===== config.mk =====
export PLATFORM = sky130hd
export DESIGN_NAME = cache_req_arb
export DESIGN_NICKNAME = d
export VERILOG_FILES = /design/src/rtl/cache_arb_pkg.sv /design/src/rtl/cache_arb_idfifo.sv /design/src/rtl/cache_req_arb.sv
export SDC_FILE = /design/constraint.sdc
export NUM_CORES = 1
export LEC_CHECK = 0
export BUFFER_PORTS_ARGS = -buffer_cell sky130_fd_sc_hd__buf_2
export CORE_AREA = 2 2 81 83
export DETAILED_ROUTE_END_ITERATION = 10
export DIE_AREA = 0 0 83 85
export PLACE_DENSITY = 0.76
export RECOVER_POWER = 100
export REMOVE_ABC_BUFFERS = 1
export SYNTH_ARGS = -nofsm -noshare
export SYNTH_HDL_FRONTEND = slang
export SYNTH_HIERARCHICAL = 1
export SYNTH_SLANG_ARGS = --single-unit

===== constraint.sdc =====
create_clock -name clk -period 3.11 [get_ports clk]
set_input_delay 0.933 -clock clk [delete_from_list [all_inputs] [get_ports clk]]
set_output_delay 0.933 -clock clk [all_outputs]
set_load 0.005 [all_outputs]

===== src/rtl/cache_arb_pkg.sv =====
// Shared types and the round-robin search helper for the cache request arbiter.
// Request IDs are sized for the largest supported requester count.
package cache_arb_pkg;

  localparam int MAX_NREQ = 8;
  localparam int IDW      = $clog2(MAX_NREQ);

  typedef logic [IDW-1:0] req_id_t;

  typedef struct packed {
    logic    found;
    req_id_t idx;
  } pick_t;

  // First set bit of vld[n-1:0] at or after ptr, wrapping modulo n.
  function automatic pick_t rr_pick(input logic [MAX_NREQ-1:0] vld,
                                    input req_id_t             ptr,
                                    input int                  n);
    pick_t res;
    int    j;
    res = '0;
    for (int k = 0; k < MAX_NREQ; k++) begin
      j = int'(ptr) + k;
      if (j >= n) j = j - n;
      if (k < n && !res.found && vld[j[IDW-1:0]]) begin
        res.found = 1'b1;
        res.idx   = j[IDW-1:0];
      end
    end
    return res;
  endfunction

endpackage


===== src/rtl/cache_arb_idfifo.sv =====
// In-order FIFO of granted requester IDs; one entry per outstanding cache request.
// Push and pop may occur in the same cycle; the caller never pushes when full or pops when empty.
module cache_arb_idfifo
  import cache_arb_pkg::*;
#(
  parameter int DEPTH = 4
) (
  input  logic                   clk,
  input  logic                   rst,
  input  logic                   push,
  input  req_id_t                push_id,
  input  logic                   pop,
  output req_id_t                head_id,
  output logic                   full,
  output logic                   empty,
  output logic [$clog2(DEPTH):0] count
);

  localparam int PW = $clog2(DEPTH);
  localparam int CW = PW + 1;

  req_id_t       mem [DEPTH];
  logic [PW-1:0] wr_ptr;
  logic [PW-1:0] rd_ptr;

  // NOTE: the storage array is deliberately left unreset; pointers and count define validity.
  always_ff @(posedge clk) begin
    if (push) mem[wr_ptr] <= push_id;
  end

  always_ff @(posedge clk) begin
    if (rst) begin
      wr_ptr <= '0;
      rd_ptr <= '0;
      count  <= '0;
    end else begin
      if (push) wr_ptr <= wr_ptr + 1'b1;
      if (pop)  rd_ptr <= rd_ptr + 1'b1;
      case ({push, pop})
        2'b10:   count <= count + 1'b1;
        2'b01:   count <= count - 1'b1;
        default: ;
      endcase
    end
  end

  assign head_id = mem[rd_ptr];
  assign full    = (count == CW'(DEPTH));
  assign empty   = (count == '0);

endmodule


===== src/rtl/cache_req_arb.sv =====
// Round-robin arbiter sharing the cache controller request port between NREQ requesters,
// with an in-order ID FIFO steering each response beat back to its issuer.
module cache_req_arb
  import cache_arb_pkg::*;
#(
  parameter int NREQ  = 2,
  parameter int AW    = 32,
  parameter int DW    = 32,
  parameter int DEPTH = 4
) (
  input  logic                   clk,
  input  logic                   rst,
  input  logic [NREQ-1:0]        req_vld,
  output logic [NREQ-1:0]        req_rdy,
  input  logic [NREQ*AW-1:0]     req_addr,
  output logic [NREQ-1:0]        rsp_vld,
  output logic [DW-1:0]          rsp_data,
  output logic                   c_vld,
  input  logic                   c_rdy,
  output logic [AW-1:0]          c_addr,
  input  logic                   c_rsp_vld,
  input  logic [DW-1:0]          c_rsp_data,
  output logic [$clog2(DEPTH):0] outstanding,
  output logic                   err
);

  req_id_t               rr_ptr;
  req_id_t               lock_idx;
  req_id_t               gnt;
  req_id_t               head_id;
  logic                  lock;
  logic                  err_q;
  logic                  gnt_vld;
  logic                  hs;
  logic                  pop;
  logic                  full;
  logic                  empty;
  logic [MAX_NREQ-1:0]   vld_ext;
  logic [$clog2(DEPTH):0] count;
  pick_t                 pick;

  // NOTE: every always_comb output gets a default first so no path can infer a latch.
  always_comb begin
    vld_ext             = '0;
    vld_ext[NREQ-1:0]   = req_vld;
    pick                = rr_pick(vld_ext, rr_ptr, NREQ);
    gnt                 = lock ? lock_idx : pick.idx;
    gnt_vld             = 1'b0;
    c_addr              = '0;
    for (int i = 0; i < NREQ; i++) begin
      if (gnt == req_id_t'(i)) begin
        gnt_vld = req_vld[i];
        c_addr  = req_addr[i*AW +: AW];
      end
    end
  end

  // A full FIFO blocks issue even when a pop lands in the same cycle.
  assign c_vld = !rst && gnt_vld && !full;
  assign hs    = c_vld && c_rdy;
  assign pop   = !rst && c_rsp_vld && !empty;

  always_comb begin
    req_rdy = '0;
    rsp_vld = '0;
    for (int i = 0; i < NREQ; i++) begin
      req_rdy[i] = hs  && (gnt == req_id_t'(i));
      rsp_vld[i] = pop && (head_id == req_id_t'(i));
    end
  end

  assign rsp_data    = c_rsp_data;
  assign outstanding = rst ? '0 : count;
  assign err         = err_q && !rst;

  always_ff @(posedge clk) begin
    if (rst) begin
      rr_ptr   <= '0;
      lock     <= 1'b0;
      lock_idx <= '0;
      err_q    <= 1'b0;
    end else begin
      if (c_rsp_vld && empty) err_q <= 1'b1;
      if (hs) begin
        rr_ptr <= (gnt == req_id_t'(NREQ-1)) ? '0 : gnt + 1'b1;
        lock   <= 1'b0;
      end else if (lock && !gnt_vld) begin
        // Locked requester withdrew before acceptance.
        lock  <= 1'b0;
        err_q <= 1'b1;
      end else if (c_vld) begin
        lock     <= 1'b1;
        lock_idx <= gnt;
      end
    end
  end

  cache_arb_idfifo #(.DEPTH(DEPTH)) u_idfifo (
    .clk     (clk),
    .rst     (rst),
    .push    (hs),
    .push_id (gnt),
    .pop     (pop),
    .head_id (head_id),
    .full    (full),
    .empty   (empty),
    .count   (count)
  );

endmodule


# == Word-level counts from Yosys, hierarchy flattened ==
# Memory sizes are Yosys's and may differ from the RTL's. A register that Yosys moved wholly into a read port is not among the register bits.
# Cells that the tools add are included.
# totals
register_bits,15
ramBits,12
input_bits,102
output_inout_bits,73
wordCells,74
memories,1
# mem_list
name,words,width,read_ports,rd_ports_with_merged_regs,wr,line_no,text
u_idfifo.mem,4,3,1,1,1,cache_arb_idfifo.sv:22,req_id_t mem [DEPTH];
# classes
add_sub_neg,8
order_cmp,4
n_eq_ne,5
n_mux,23
n_bitwise,2
n_reduce_logical,24
# op_table
op,count
two-way mux 32 bit,2
two-way mux 3 bit,6
logical AND 1 bit,13
logical NOT 3 bit,3
two-way mux 1 bit,9
less-than comparator 3 x 4 -> 1 bit (second input constant),2
adder 3 x 1 -> 3 bit (second input constant),2
binary-select mux 1 bit (select 3 bit),2
equality test 3 x 1 -> 1 bit (second input constant),2
one-hot mux 3 bit (2 select lines),1
subtractor 3 x 2 -> 3 bit (second input constant),2
logical NOT 1 bit,5
adder 2 x 1 -> 2 bit (second input constant),2
adder 3 x 1 -> 4 bit (second input constant),1
greater-or-equal comparator 4 x 2 -> 1 bit (second input constant),1
two-way mux 2 bit,2
two-way mux 4 bit,1
equality test 3 bit (second input constant),1
greater-or-equal comparator 3 x 2 -> 1 bit (second input constant),1
AND reduction 3 bit,1
OR reduction 3 bit,1
subtractor 3 x 1 -> 3 bit (second input constant),1
equality test 2 x 1 -> 1 bit (second input constant),1
equality test 2 bit (second input constant),1
2 further kinds,3

# == Logic depth before layout (Yosys ltp) ==
# Gate-level depths: netlist of run 1.
# logic_depth
depth_word,17
mapped_depth,14
depth_no_buf,13

# == By module ==
# The synthesis of run 1 kept the hierarchy.
# modules_own_cells
mod,n_inst,cells_each,area_per_inst_um2
cache_req_arb,1,174,1322.5
cache_arb_idfifo,1,62,862.1

# == Worst setup path before layout of run 1 ==
# OpenSTA, ideal clock, no wires.
# synth_timing
kind,register to register
start,register rr_ptr[0]
end,register u_idfifo.count[2]
t_arrival_ns,3.250
required_time_ns,3.040
path_slack_ns,-0.210
stages_incl_launch_ff,15
path_buffers,1
path_cell_list,dfxtp_1 inv_1 ha_1 or4b_1 a31o_1 a221o_1 buf_6 mux2i_1 inv_1 ha_1 inv_1 fa_1 xor2_1 or3_1 a21oi_1
# synth_via
elab_chain_cells,17
elab_cells_between_ends,27
# synth_rtl
element,line_no,text
from (decl),cache_req_arb.sv:27,req_id_t rr_ptr;
from (signal assigned),cache_req_arb.sv:85,rr_ptr <= (gnt == req_id_t'(NREQ-1)) ? '0 : gnt + 1'b1;
"parallel branches: the longest is 7 deep, another holds adder 3 x 1 -> 4 bit",n/a,
two-way mux 3 bit *,cache_arb_pkg.sv:25,if (k < n && !res.found && vld[j[IDW-1:0]]) begin
two-way mux 3 bit *,cache_req_arb.sv:47,gnt = lock ? lock_idx : pick.idx;
logical NOT 3 bit,cache_req_arb.sv:51,if (gnt == req_id_t'(i)) begin
two-way mux 1 bit,cache_req_arb.sv:51,
two-way mux 1 bit *,cache_req_arb.sv:51,
logical AND 1 bit * (2 in series),cache_req_arb.sv:59,assign c_vld = !rst && gnt_vld && !full;
logical AND 1 bit *,cache_req_arb.sv:60,assign hs = c_vld && c_rdy;
net hs,cache_req_arb.sv:34,logic hs;
equality test 2 x 1 -> 1 bit / equality test 2 bit (equally long branches),cache_arb_idfifo.sv:39,"case ({push, pop})"
one-hot mux 3 bit (2 select lines) / nonzero test 2 bit (equally long branches),n/a,
to (signal assigned),cache_arb_idfifo.sv:40,2'b10: count <= count + 1'b1;
to (signal assigned),cache_arb_idfifo.sv:41,2'b01: count <= count - 1'b1;
to (decl),cache_arb_idfifo.sv:16,output logic [$clog2(DEPTH):0] count
# Mark *: on every way through the listed nets, which the timed path passes. The select of a mux whose other input is x is not followed.
# A chain may end at the register's enable or synchronous reset.

# == Final worst setup path of run 1 ==
# layout_timing
start,register rr_ptr[0]
end,output c_addr[24]
# layout_via
elab_chain_cells,12
elab_cells_between_ends,20
# layout_rtl
element,line_no,text
"parallel branches: the longest is 7 deep, another holds adder 3 x 1 -> 4 bit",n/a,
two-way mux 3 bit *,cache_arb_pkg.sv:25,
two-way mux 3 bit *,cache_req_arb.sv:47,
logical NOT 3 bit,cache_req_arb.sv:51,
two-way mux 32 bit,cache_req_arb.sv:51,
two-way mux 32 bit *,cache_req_arb.sv:51,
to (decl),cache_req_arb.sv:20,"output logic [AW-1:0] c_addr,"
# Every way passes the cells marked *. The select of a mux whose other input is x is not followed.

==> out/qor.tcl, run 1 <==
set qor(timing.critical_path.to_type) {primary output}
set qor(groute.usage.overall) 0.186
set qor(timing.slew.headroom) 0.726
set qor(layout-area-overhead-vs-synth_pct) 39.6
set qor(cp_max_stage_cell) {or4b_4}
set qor(ant_nets) 0
set qor(cts_inserted_buffers) 5
set qor(timing.hold.worst.start) {err_q}
set qor(synth.area.top_cells) {mux2i_1, edfxtp_1, dfxtp_1}
set qor(tritoncts_num_sinks) 29
set qor(post_synthesis_register_bit_count) 29
set qor(count_of_flip_flops_with_a_built_in_enable_after_synthesis) 12
set qor(worst_clock_skew_ns) 0.00151
set qor(synth-seq-area-share) 0.321
set qor(max_cap_viol_count) 0
set qor(finalCritPeriodShare) 1.14
set qor(first_pass_grt_wire_length_um) 10400
set qor(grt_pass1_vias) 2082
set qor(postLayoutCellArea_mm2) 0.00305
set qor(biggest_fanout_along_the_worst_timing_path) 6
set qor(cp.arrival_ns) 2.60
set qor(rsz_0062_raised_after_global_routing) {true}
set qor(max_slew.worst_pin.slew_ns) 0.407
set qor(total_leakage_power_uw) 0.00137
set qor(die_w_um) 83
set qor(io_pins) 175
set qor(failing_checks) {negative setup slack}
set qor(final_layout_size_suffix_gt1_frac) 0.507
set qor(worstPathCellList) {inv_2, ha_4, or4b_4, a31o_1, a221o_2, buf_4, buf_8, mux2i_1, nor2_1, buf_2}
set qor(detailedPlacementHpwl_um) 4980
set qor(finalWorstSetupSlack_ns) -0.425
set qor(synth.most_common_cell) {nor2_1}
set qor(clk_pin_slew_worst_paths_ns) 0.06
set qor(clock_insertion_delay_worst_skew_ns) 0.27
set qor(synthesis.area_mm2) 0.00218
set qor(drt_drc_violations_left) 0
set qor(yosys.area.top_type_share) 0.170
set qor(pwr_density_cell_mw_per_mm2) 385
set qor(routability_congestion_estimate_from_global_placement) 0.825
set qor(cts_root_buf) {clkbuf_8}
set qor(grt_start_max_net_pins) 36
set qor(rr_startpoint) {rr_ptr[0]}
set qor(finalCriticalPeriod_ns) 3.53
set qor(number_of_nets_in_the_layout) 452
set qor(synth.largest_area_cell) {mux2i_1}
set qor(num_rows) 29
set qor(die_height_um) 85
set qor(startpoint_type) {flop}
set qor(class_of_the_most_critical_setup_path) {flop to primary output}
set qor(cts_tree) {done}
set qor(setup_violations) 37
set qor(hold_slack_ns) 0.501
set qor(postSynthAreaPerCell_um2) 9.26
set qor(cts_hold_repair.buffers) 0
set qor(synthDistinctLibCells) 39
set qor(number_of_diodes) 0
set qor(antenna_found_initial) 0
set qor(placedInstanceArea_mm2) 0.00268
set qor(drt_iter0_markers) 68
set qor(crit_buf_inv) 4
set qor(initial_utilization) 0.352
set qor(hold_path_depth) 2
set qor(run_status) {finished, violations left}
set qor(final-hold-violation-count) 0
set qor(design.die.area_mm2) 0.00706
set qor(critical_path.max_stage_delay_ns) 0.48
set qor(max_freq_mhz) 283
set qor(htreeDepth) 2
set qor(max-clock-path-buffers) 2
set qor(core_area_mm2) 0.00620
set qor(timing.final.max_slew_violations) 0
set qor(crit_family) {simple AND/OR/NAND/NOR gates}
set qor(portBuffers) 110
set qor(synth_top_flop_cell) {dfxtp_1}
set qor(route.detailed.wl_per_inst_um) 16.3
set qor(async_reset_ff_frac) 0
set qor(grt_overflow) 0
set qor(synthCells) 236
set qor(endpoint_of_the_worst_hold_timing_path) {err_q}
set qor(ratio_of_routed_vias_to_standard_cells) 4.92
set qor(wirelength_um) 6830
set qor(reg2reg_depth) 15
set qor(critical_path_required_ns) 2.18
set qor(worst_r2r_endpoint) {u_idfifo/count[2]}
set qor(detailroute.via_count) 2057
set qor(worstHoldPathType) {flop to flop}
set qor(yosys_warnings) 6
set qor(dr.pass1.iters) 4
set qor(most_numerous_cell_types_in_the_synthesized_netlist) {nor2_1, mux2i_1, buf_4}
set qor(setup.reg_to_reg.worst_slack_ns) -0.34
set qor(peakVddDrop_mv) 0.166
==> cell families (layout without fill, tap and decap cells) <==
kind of cell	after synthesis	in the layout	synth area share
and+or+nand+nor	80	80	0.182
buffers and inverters	53	158	0.157
muxes	40	40	0.200
DFF	29	29	0.321
AOI/OAI and AO/OA	18	18	0.0550
adders and majority gates	10	10	0.0607
xor gates and xnor gates	6	6	0.0241
==> repair_timing <==
action / CTS / global route
setup endpoints to repair: 37 / 38
cloned: 4 / 0
gates resized for setup: 23 / 22
pin swaps: 7 / 9
setup buffers: 5 / 5
==> through the flow <==
step / worst slack, ns / cells / TNS [ns] / utilization / total power (uW)
5_1_grt: -0.495 / 418 / -16.76 / 0.491 / 1240
6_report: -0.425 / 418 / -13.11 / 0.491 / 1170
4_1_cts: -0.395 / 415 / -13.30 / 0.480 / 1170
2_1_floorplan: -1.52 / 193 / -50.36 / - / 629
3_5_place_dp: -0.413 / 398 / -12.27 / 0.431 / 790
3_3_place_gp: -0.289 / 398 / -7.87 / 0.431 / 778
==> how the worst max path moves through the flow <==
stage	cells past startpoint	to	start	slack, ns
floorplan	11	u_idfifo/count[2]	req_vld[1]	-1.52
global placement	8	c_addr[0]	req_vld[1]	-0.29
detailed placement	8	c_addr[0]	req_vld[1]	-0.41
CTS	10	c_addr[4]	rr_ptr[0]	-0.39
global route	10	c_addr[27]	rr_ptr[0]	-0.50
finish	10	c_addr[24]	rr_ptr[0]	-0.42
==> sequential cells by signal, summed over array words and instances (netlist names), named ones only <==
| register | flops |
|---|---|
| u_idfifo/wr_ptr | 2 |
| u_idfifo/rd_ptr | 2 |
| rr_ptr | 3 |
| lock | 1 |
| u_idfifo/count | 3 |
| u_idfifo/mem | 12 |
| lock_idx | 3 |
| err_q | 1 |
==> cell type report <==
cell class              instances  area (um^2)
clock buffers                   6         72.6
clock inverters                 2         10.0
fillers                       584         3160
inverters                      10         40.0
multi-input cells             154         1260
flip-flops and latches         29          706
well taps                      77         96.3
repair buffers                140          866
==> worst register-to-register path, cell delays in order (launching register included) <==
cell	delay (ns)
dfxtp_2	0.34
inv_2	0.05
ha_4	0.15
or4b_4	0.48
a31o_1	0.20
a221o_2	0.40
buf_6	0.14
buf_6	0.12
mux2i_4	0.19
inv_2	0.07
ha_4	0.13
inv_2	0.04
fa_2	0.37
xor2_2	0.19
or3_1	0.39
a21oi_2	0.13
==> report_power, final <==
part	leakage [uW]	internal (uW)	switching [uW]
registers	0.000252	411	11.6
clock network	0.0000450	154	128
logic	0.00108	266	204
total	0.00137	831	343
==> cells in the final DEF (no fill, tap or decap), types with 3 or more instances in the layout <==
cell type and count:
buf_2 104, nor2_1 42, mux2i_1 31, buf_4 19, dfxtp_1 15, edfxtp_1 12
buf_6 7, ha_1 6, inv_1 5, clkbuf_8 5, inv_2 4, nor2b_1 4
a21oi_1 4, o21ai_0 4, nor3_1 4, clkbuf_1 4, and2_1 4, nand2b_1 3
xor2_1 3, mux2i_2 3, nor4_1 3, nand2_1 3, mux2i_4 3, a21oi_2 3
ha_4 3, buf_16 3, clkbuf_2 3, mux4_2 3
==> per-layer routing <==
| metal | share of wire | routed length, um | global-route usage | up-vias |
|---|---|---|---|---|
| li1 | - | - | - | 985 |
| met1 | 0.41 | 2800 | 0.226 | 941 |
| met2 | 0.46 | 3140 | 0.273 | 120 |
| met3 | 0.11 | 782 | 0.102 | 9 |
| met4 | 0.0097 | 66 | 0.0611 | 2 |
| met5 | 0.0042 | 29 | 0.0699 | - |
(Power assumes the default switching activity.)
==> run 2, diff against run 1 <==
CORE_AREA = 2 2 89 91   (was 2 2 81 83)
DIE_AREA = 0 0 91 93   (was 0 0 83 85)
PLACE_DENSITY = 0.64   (was 0.76)
==> out/qor.tcl, run 2 (synthesis gave the netlist of run 1 again) <==
set qor(number_of_diodes) 0
set qor(grt_start_max_net_pins) 36
set qor(detailroute.via_count) 2034
set qor(top_register) {u_idfifo/mem}
set qor(design.die.area_mm2) 0.00846
set qor(antenna_found_initial) 0
set qor(power.switching_uw) 339
set qor(finalCritPeriodShare) 1.12
set qor(critical_path_required_ns) 2.18
set qor(timing.final.max_slew_violations) 0
set qor(switching_fraction_of_total_power) 0.285
set qor(drt_drc_violations_left) 0
set qor(cp.arrival_ns) 2.54
set qor(layout.cells.non_filler) 441
set qor(place_inst) 423
set qor(max_slew.worst_pin.slew_ns) 0.386
set qor(first_pass_grt_wire_length_um) 10300
set qor(pwr_density_cell_mw_per_mm2) 390
set qor(total_leakage_power_uw) 0.00137
set qor(num_rows) 32
set qor(ant_nets) 0
set qor(worstHoldPathType) {flop to flop}
set qor(layout-area-overhead-vs-synth_pct) 39.7
set qor(ratio_of_routed_vias_to_standard_cells) 4.61
set qor(most_common_library_cell_in_the_layout_ignoring_fill_and_taps) {buf_2}
set qor(timing.slew.headroom) 0.736
set qor(class_of_the_most_critical_setup_path) {flop to primary output}
set qor(reg2reg_depth) 16
set qor(p_comb_frac) 0.382
set qor(peakVddDrop_mv) 0.124
set qor(final_cell_mix) {buf_2, nor2_1, mux2i_1, buf_4, dfxtp_1}
set qor(initial_utilization) 0.290
set qor(portBuffers) 110
set qor(io_pins) 175
set qor(core_area_mm2) 0.00753
set qor(failing_checks) {negative setup slack}
set qor(pre_cts_ws_ns) -0.317
set qor(grt_overflow) 0
set qor(rsz_0062_raised_after_global_routing) {true}
set qor(finish.utilization) 0.406
set qor(clock_insertion_delay_worst_skew_ns) 0.28
set qor(dr.pass1.iters) 4
set qor(p_seq_frac) 0.355
set qor(finalCriticalPeriod_ns) 3.48
set qor(detailedPlacementHpwl_um) 5040
set qor(biggest_fanout_along_the_worst_timing_path) 7
set qor(number_of_nets_in_the_layout) 450
set qor(worst_clock_skew_ns) 0.00557
set qor(final_layout_size_suffix_gt1_frac) 0.496
set qor(drt_iter0_markers) 63
set qor(startpoint_type) {flop}
set qor(cts_tree) {done}
set qor(groute.usage.overall) 0.155
set qor(wirelength_um) 6850
set qor(p_int_uw) 850
set qor(max-clock-path-buffers) 2
set qor(clk_pin_slew_worst_paths_ns) 0.06
set qor(htreeDepth) 2
set qor(largest_register_ff_count) 12
set qor(setup_violations) 37
set qor(die_w_um) 91
set qor(cts_root_buf) {clkbuf_8}
set qor(run_status) {finished, violations left}
set qor(finalWorstSetupSlack_ns) -0.366
set qor(clock_power_share) 0.263
set qor(final-hold-violation-count) 0
set qor(max_cap_viol_count) 0
set qor(tritoncts_num_sinks) 29
set qor(max_freq_mhz) 288
set qor(grt_pass1_vias) 1969
set qor(die_height_um) 93
set qor(routability_congestion_estimate_from_global_placement) 0.767
set qor(timing.critical_path.to_type) {primary output}
set qor(cts_inserted_buffers) 5
set qor(route.detailed.wl_per_inst_um) 15.5
set qor(hold_path_depth) 2
## run 2: changes by cell type in the layout (fill, tap and decap cells not counted), sizes merged
cell,change
buf,+2
clkbuf,-2
clkinv,-2
## run 2: area by class of cell
class | instances | area, um^2
fillers | 785 | 4470
multi-input cells | 154 | 1230
repair buffers | 138 | 861
flip-flops and latches | 29 | 706
well taps | 102 | 128
clock buffers | 8 | 90.1
inverters | 10 | 40.0
## run 2: final timing paths
kind	from	to	slack [ns]
hold reg to reg	err_q	err_q	0.49
setup / recovery	rr_ptr[0]	c_addr[31]	-0.37
setup reg to reg	rr_ptr[0]	u_idfifo/count[2]	-0.31
hold / removal	err_q	err_q	0.49
## run 2: repair_timing
item	in CTS	in global routing
pin swaps	7	5
setup buffers	4	3
endpoints found under the setup margin	36	38
hold buffers	0	0
gates resized for setup	18	20
cloned	3	0
## run 2: metal layers
metal	global-route usage	routed length [um]	vias up
met5	0.0641	29	-
li1	-	-	982
met4	0.0404	59	2
met3	0.0822	779	9
met1	0.196	2880	930
met2	0.226	3100	111
## run 2: per-stage QoR
step / setup TNS, ns / total power, uW / hold WS, ns / cell area, um^2
detailed placement: -9.94 / 786 / 0.480 / 2710
CTS: -13.91 / 1190 / 0.492 / 2970
floorplan: -50.36 / 629 / 0.451 / 1880
global route: -15.62 / 1260 / 0.511 / 3050
global placement: -7.58 / 777 / 0.476 / 2710
finish: -12.21 / 1190 / 0.492 / 3050
## run 2: power by group through the flow
stage          clock (uW)  sequential [uW]  combinational (uW)
6_report              312              423                 454
5_1_grt               338              425                 495
4_1_cts               331              424                 435
3_5_place_dp            0              431                 355
3_3_place_gp            0              429                 348
2_1_floorplan           0              431                 199
## run 2: worst max-delay path, stage by stage (launching register included)
cell and delay [ns]:
dfxtp_2 0.34, inv_2 0.05, ha_4 0.15, or4b_4 0.48, a31o_1 0.20, a221o_2 0.40, buf_6 0.16, buf_16 0.14
mux2i_2 0.16, nor2_1 0.05, buf_2 0.13
==> run 3, diff against run 2 <==
REMOVE_ABC_BUFFERS = unset   (was 1)
==> out/qor.tcl, run 3 (synthesis gave the netlist of run 1 again) <==
set qor(cts_tree) {done}
set qor(worst_clock_skew_ns) 0.00774
set qor(timing.critical_path.to_type) {primary output}
set qor(die_height_um) 93
set qor(filler_cell_count) 754
set qor(max_cap_viol_count) 0
set qor(io_pins) 175
set qor(total_leakage_power_uw) 0.00133
set qor(synthesis.nets) 348
set qor(core_area_mm2) 0.00753
set qor(htreeDepth) 2
set qor(critical_path_required_ns) 2.18
set qor(fin_tns_setup_ns) -11.91
set qor(clock_insertion_delay_worst_skew_ns) 0.28
set qor(cts_inserted_buffers) 5
set qor(route.layer.met1.wl_um) 2400
set qor(groute.usage.overall) 0.130
set qor(detailroute.wirelength.met2_um) 3080
set qor(pwr_density_cell_mw_per_mm2) 416
set qor(finalWorstSetupSlack_ns) -0.466
set qor(ratio_of_routed_vias_to_standard_cells) 4.50
set qor(route.detailed.wl_per_inst_um) 14.1
set qor(detailroute.via_count) 1953
set qor(dr.max_layer_used) {met4}
set qor(peakVddDrop_mv) 0.235
set qor(first_pass_grt_wire_length_um) 8890
set qor(grt_pass1_vias) 1837
set qor(finalCriticalPeriod_ns) 3.58
set qor(num_rows) 32
set qor(clk_pin_slew_worst_paths_ns) 0.06
set qor(max_freq_mhz) 280
set qor(detailedPlacementHpwl_um) 4650
set qor(die_w_um) 91
set qor(layout-area-overhead-vs-synth_pct) 35.6
set qor(routability_congestion_estimate_from_global_placement) 0.828
set qor(max-clock-path-buffers) 2
set qor(portBuffers) 110
set qor(antenna_found_initial) 0
set qor(wirelength_um) 6110
set qor(dr.pass1.iters) 4
set qor(cp.arrival_ns) 2.64
set qor(number_of_diodes) 0
set qor(largest_register_ff_count) 12
set qor(met3_routed_length_um) 547
set qor(ant_nets) 0
set qor(initial_utilization) 0.290
set qor(tritoncts_num_sinks) 29
set qor(most_common_library_cell_in_the_layout_ignoring_fill_and_taps) {buf_2}
set qor(design.die.area_mm2) 0.00846
set qor(top_register) {u_idfifo/mem}
set qor(cts_root_buf) {clkbuf_8}
set qor(final_cell_mix) {buf_2, nor2_1, mux2i_1, dfxtp_1, buf_4}
set qor(failing_checks) {negative setup slack}
set qor(final-hold-violation-count) 0
set qor(max_slew.worst_pin.slew_ns) 0.448
set qor(hold_slack_ns) 0.492
set qor(startpoint_type) {flop}
set qor(final_layout_size_suffix_gt1_frac) 0.479
set qor(drt_iter0_markers) 67
set qor(biggest_fanout_along_the_worst_timing_path) 3
set qor(grt_overflow) 0
set qor(timing.final.max_slew_violations) 0
set qor(finalCritPeriodShare) 1.15
set qor(grt_start_max_net_pins) 39
set qor(drt_drc_violations_left) 0
set qor(timing.slew.headroom) 0.699
set qor(number_of_nets_in_the_layout) 443
set qor(rsz_0062_raised_after_global_routing) {true}
set qor(worstHoldPathType) {flop to flop}
set qor(setup_violations) 37
set qor(class_of_the_most_critical_setup_path) {flop to primary output}
set qor(run_status) {finished, violations left}
## run 3: cell types whose count changed in the layout (fill, tap and decap cells not counted), moves of 2 or more
cell / delta
buf_6: -4
buf_16: -3
a21oi_1: +2
a21oi_2: -2
buf_4: -2
inv_2: -2
## run 3: timing repair
item / CTS / global route
pin swaps: 3 / 7
endpoints found under the setup margin: 37 / 38
cloned: 0 / 2
buffers inserted: 0 / 2
hold buffers: 0 / 0
resized for setup: 6 / 15
## run 3: cell type report
type	count	area [um^2]	area share
timing repair buffer	131	748	0.253
inverter	10	42.5	0.0144
sequential	29	708	0.239
multi-input combinational	154	1220	0.411
clock inverter	1	30.0	0.0101
tap	102	128	0.0431
clock buffer	7	86.3	0.0292
## run 3: routing by layer
| metal | vias to the layer above | GRT usage |
|---|---|---|
| met3 | 9 | 0.0459 |
| met4 | 0 | 0.0404 |
| met1 | 879 | 0.151 |
| met5 | - | 0 |
| li1 | 970 | - |
| met2 | 95 | 0.225 |
## run 3: through the flow
step                       util  instance area, um^2  std cells  setup WS, ns  total power [uW]
after floorplan               -                 2210        236       -0.0524               680
after global placement    0.362                 2720        422        -0.236               789
after detailed placement  0.362                 2720        422        -0.292               796
after CTS                 0.380                 2860        430        -0.396              1210
after global routing      0.393                 2960        434        -0.552              1290
final                     0.393                 2960        434        -0.466              1230
## run 3: worst paths after layout
kind / start / endpoint / slack, ns / cells past startpoint
max: rr_ptr[0] / c_vld / -0.47 / 9
min: lock_idx[0] / lock_idx[0] / 0.49 / 2
max reg2reg: rr_ptr[0] / u_idfifo/count[2] / -0.28 / 15
min reg2reg: lock_idx[0] / lock_idx[0] / 0.49 / 2
## run 3: report_power, final
part | switching (uW) | internal [uW] | leakage, uW
combinational | 187 | 222 | 0.00102
clock | 140 | 261 | 0.0000585
sequential | 11.6 | 411 | 0.000253
total | 339 | 894 | 0.00133
## run 3: critical path, stage by stage (launching register included)
cell and delay [ns]:
dfxtp_4 0.36, inv_4 0.04, ha_4 0.14, or4b_4 0.48
a31o_1 0.22, a221o_2 0.38, buf_6 0.14, mux2i_4 0.18
nor4_2 0.25, buf_2 0.16
